File: config.mk
export PLATFORM = sky130hd
export DESIGN_NAME = fsm_par_join
export DESIGN_NICKNAME = d
export VERILOG_FILES = /design/src/rtl/calyx_fsm_pkg.sv /design/src/rtl/calyx_watchdog.sv /design/src/rtl/fsm_par_join.sv
export SDC_FILE = /design/constraint.sdc
export NUM_CORES = 1
export LEC_CHECK = 0
export CAP_MARGIN = 20
export CORE_AREA = 2 2 39 41
export CTS_CLUSTER_SIZE = 12
export DETAILED_ROUTE_END_ITERATION = 6
export DIE_AREA = 0 0 41 43
export PLACE_DENSITY = 0.44
export SLEW_MARGIN = 10
export SYNTH_ARGS = -nofsm -noshare
export SYNTH_HDL_FRONTEND = slang
export SYNTH_SLANG_ARGS = --single-unit
File: constraint.sdc
create_clock -name clk -period 2.1 [get_ports clk]
set_clock_uncertainty 0.2 [all_clocks]
set_input_delay 0.21 -clock clk [delete_from_list [all_inputs] [get_ports clk]]
set_output_delay 0.21 -clock clk [all_outputs]
set_load 0.01 [all_outputs]
File: src/rtl/calyx_fsm_pkg.sv
// Shared types and handshake constants for the Calyx control FSMs
// (sequential, enable and parallel-join controllers).
package calyx_fsm_pkg;

    typedef enum logic [1:0] {
        PAR_IDLE = 2'd0,
        PAR_RUN  = 2'd1,
        PAR_DONE = 2'd2
    } par_state_e;

    localparam logic HS_ON  = 1'b1;
    localparam logic HS_OFF = 1'b0;

endpackage

File: src/rtl/calyx_watchdog.sv
// Run-time watchdog for the parallel-join FSM: counts cycles while enabled
// and flags expiry on the WDOG_CYCLES-th enabled cycle.
module calyx_watchdog #(
    parameter int WDOG_CYCLES = 1024
) (
    input  logic clk,
    input  logic reset,
    input  logic clear,
    input  logic count_en,
    output logic expired
);

    localparam int W = $clog2(WDOG_CYCLES + 1);

    logic [W-1:0] count_reg;

    always_ff @(posedge clk or negedge reset) begin
        if (!reset) begin
            count_reg <= '0;
        end else if (clear) begin
            count_reg <= '0;
        end else if (count_en && (count_reg != W'(WDOG_CYCLES))) begin
            count_reg <= count_reg + 1'b1;
        end
    end

    // The first enabled cycle sees a count of 0, so expiry on WDOG_CYCLES-1
    // limits the enabled window to exactly WDOG_CYCLES cycles.
    assign expired = count_en && (count_reg == W'(WDOG_CYCLES - 1));

endmodule

File: src/rtl/fsm_par_join.sv
// Parallel-composition control FSM: launches N child enable FSMs together and
// reports ready once all have finished. Optional watchdog: CALYX_PAR_WATCHDOG_EN.
module fsm_par_join
    import calyx_fsm_pkg::*;
#(
    parameter int N           = 2,
    parameter int WDOG_CYCLES = 1024
) (
    input  logic         clk,
    input  logic         reset,
    input  logic         valid,
    input  logic [N-1:0] ready_child,
    output logic         ready,
    output logic [N-1:0] valid_child,
    output logic         error
);

    par_state_e   state_reg;
    par_state_e   state_next;
    logic [N-1:0] done_q;
    logic [N-1:0] done_next;
    logic         err_q;
    logic         err_next;
    logic         wdog_expired;

`ifdef CALYX_PAR_WATCHDOG_EN
    calyx_watchdog #(
        .WDOG_CYCLES(WDOG_CYCLES)
    ) u_watchdog (
        .clk      (clk),
        .reset    (reset),
        .clear    (state_reg != PAR_RUN),
        .count_en (state_reg == PAR_RUN),
        .expired  (wdog_expired)
    );
`else
    // No watchdog: expiry can never fire, so RUN waits for the children.
    assign wdog_expired = HS_OFF & (WDOG_CYCLES == 0);
`endif

    always_ff @(posedge clk or negedge reset) begin
        if (!reset) begin
            state_reg <= PAR_IDLE;
            done_q    <= '0;
            err_q     <= HS_OFF;
        end else begin
            state_reg <= state_next;
            done_q    <= done_next;
            err_q     <= err_next;
        end
    end

    always_comb begin
        state_next = state_reg;
        done_next  = done_q;
        err_next   = err_q;
        case (state_reg)
            PAR_IDLE: begin
                err_next = HS_OFF;
                if (valid) begin
                    state_next = PAR_RUN;
                    done_next  = '0;
                end
            end
            PAR_RUN: begin
                // Parent abort wins over completion and over watchdog expiry.
                if (!valid) begin
                    state_next = PAR_IDLE;
                    done_next  = '0;
                end else if (&(done_q | ready_child)) begin
                    state_next = PAR_DONE;
                    done_next  = done_q | ready_child;
                    err_next   = HS_OFF;
                end else if (wdog_expired) begin
                    state_next = PAR_DONE;
                    err_next   = HS_ON;
                end else begin
                    done_next = done_q | ready_child;
                end
            end
            PAR_DONE: begin
                if (!valid) begin
                    state_next = PAR_IDLE;
                    err_next   = HS_OFF;
                end
            end
            default: begin
                state_next = PAR_IDLE;
                done_next  = '0;
                err_next   = HS_OFF;
            end
        endcase
    end

    always_comb begin
        ready       = HS_OFF;
        valid_child = '0;
        error       = HS_OFF;
        case (state_reg)
            PAR_RUN: begin
                valid_child = ~done_q;
            end
            PAR_DONE: begin
                ready = HS_ON;
                error = err_q;
            end
            default: begin
                ready       = HS_OFF;
                valid_child = '0;
                error       = HS_OFF;
            end
        endcase
    end

endmodule
==> flow_summary.json <==
{
  "vdd.ir_drop.worst_mv": 0.2174,
  "initial_core_util_pct": 16.27,
  "gr-total-overflow": 0,
  "place.gp.congestion": 0.6769,
  "ys_warn_count": 0,
  "status": "completed",
  "yosysTopAreaCell": "dfrtp_1",
  "rsz0062_at_grt": "false",
  "clock_sinks": 4,
  "remaining_drc_errors": 0,
  "synth_top_area_share_pct": 44.44,
  "final.setup.tns_ns": 0,
  "dp_slack_ns": 0.4815,
  "yosys_register_bits": 4,
  "start_kind": "flop",
  "area_growth_pct": 51.11,
  "htree_levels": 1,
  "critPathCaptureType": "output port",
  "synth.top_cells.by_area": "dfrtp_1, mux2i_1, nand2b_1",
  "netlist_instances": 21,
  "ys_types": 13,
  "drt_iter0_drc": 0,
  "core_mm2": 0.001384,
  "power_density_mw_per_mm2": 727.0,
  "postSynthAreaPerCell_um2": 10.72,
  "max_cap_viol_count": 0,
  "layout_setup_ws_ns": 0.2447,
  "antenna_cells": 0,
  "drt_wl_total_um": 408,
  "vias": 176,
  "setup_viol": 0,
  "drive_above_1_share_pct": 19.35,
  "antenna_found_initial": 0,
  "wl_per_cell_um": 8.681,
  "cp.required_ns": 1.69,
  "clock-root-buffer": "clkbuf_4",
  "track_usage_pct": 6.552,
  "min_period_ns": 1.855,
  "grt_max_degree": 8,
  "cts_tree": "built",
  "hold_viol_final": 0,
  "die_area_mm2": 0.001763,
  "clock_path_buffers": 2,
  "via_per_inst": 3.745,
  "leakage_uw": 0.0001474,
  "syn-num-nets": 26,
  "nets": 38,
  "fmax_ghz": 0.5390,
  "dr.pass1.iters": 1,
  "cts_buffers": 3,
  "std_cell_rows": 14,
  "ant_nets": 0,
  "io-pin-count": 9,
  "fin_crit_sh_pct": 88.35,
  "clock_latency_ns": 0.23,
  "yosysSeqAreaShare_pct": 44.44,
  "io_buffers": 7,
  "finalMaxSlewViolations": 0,
  "crit_type": "flop to output port",
  "cp_max_fo": 4,
  "arrival_ns": 1.45,
  "die_y_um": 43,
  "die_w_um": 41,
  "grt_pass1_vias": 166,
  "clk_pin_slew_ns": 0.04,
  "synth_area_um2": 225.2,
  "grt_pass1_wl_um": 724,
  "hp-class": "flop to flop"
}
stage by stage:
| step | utilization, % | power [uW] | std cells | hold WS, ns | area, um2 |
|---|---|---|---|---|---|
| 2_1_floorplan | - | 125.5 | 21 | -0.2856 | 225.2 |
| 3_3_place_gp | 22.24 | 152.8 | 43 | 0.2327 | 307.8 |
| 3_5_place_dp | 22.24 | 153.3 | 43 | 0.2380 | 307.8 |
| 4_1_cts | 24.59 | 255.8 | 47 | 0.3712 | 340.3 |
| 5_1_grt | 24.59 | 264.8 | 47 | 0.4048 | 340.3 |
| 6_report | 24.59 | 247.4 | 47 | 0.3661 | 340.3 |
what timing repair did:
action / CTS / global route
hold buffers: 1 / 0
endpoints found under the hold margin: 4 / 0
resized for setup: 0 / 0
setup buffers: 0 / 0
Yosys cell counts:
master and number:
buf_4 1, conb_1 1, dfrtp_1 4, mux2i_1 2, nand2b_1 3, nand2b_4 1
nand3b_1 1, nor2_1 3, nor2b_1 1, o21ai_1 1, o21ai_2 1, o21ba_1 1
o31ai_2 1
worst paths after layout:
check	cells past startpoint	to	start	slack [ns]
worst min register to register	2	state_reg[1]$_DFFE_PN0P_	state_reg[1]$_DFFE_PN0P_	0.37
worst max-delay path	3	valid_child[0]	state_reg[1]$_DFFE_PN0P_	0.24
min in group asynchronous	2	done_q[1]$_DFFE_PN0P_	reset	0.52
worst max register to register	2	state_reg[0]$_DFFE_PN0P_	state_reg[1]$_DFFE_PN0P_	1.07
max in group asynchronous	2	done_q[0]$_DFFE_PN0P_	reset	1.00
worst min-delay path	2	state_reg[1]$_DFFE_PN0P_	state_reg[1]$_DFFE_PN0P_	0.37
layout by cell type, fill, tap and decap left out:
master	instances
nor2b_1	1
clkdlybuf4s50_1	7
nand2b_1	3
o21ai_1	1
mux2i_1	2
o31ai_2	1
o21ba_1	1
conb_1	1
nor2_1	3
nand3b_1	1
nand2b_4	1
dlygate4sd3_1	1
clkbuf_4	3
o21ai_2	1
dfrtp_1	4
power by group:
part	switching (uW)	internal (uW)
clock network	31.1	63.9
registers	8.73	85.7
logic	23.2	34.8
total	63.0	184
metal layers:
layer / global-route usage (%) / routed length [um]
met5: 0 / 0
met4: 6.000 / 0
met3: 3.141 / 42
met2: 5.938 / 154
met1: 10.10 / 210
kinds of logic (layout without fill, tap and decap cells):
| logic type | Yosys count | after routing | synth area share, % |
|---|---|---|---|
| simple gates | 9 | 9 | 25.56 |
| flops | 4 | 4 | 44.45 |
| mux | 2 | 2 | 8.889 |
| buf+inv | 1 | 11 | 3.335 |
| compound gates | 4 | 4 | 16.11 |
| other cells | 1 | 1 | 1.665 |
worst max-delay path: stages (launching register included):
cell	delay [ns]
dfrtp_1	0.39
nand2b_1	0.18
nor2_1	0.11
clkdlybuf4s50_1	0.54
area by class of cell:
| class | instances | area, um2 |
|---|---|---|
| Sequential cell | 4 | 100.1 |
| Fill cell | 151 | 1044 |
| Multi-Input combinational cell | 16 | 117.6 |
| Timing Repair Buffer | 8 | 80.08 |
| Clock buffer | 3 | 22.52 |
| Tap cell | 16 | 20.02 |
No activity file was read; power rests on OpenSTA's default activity.
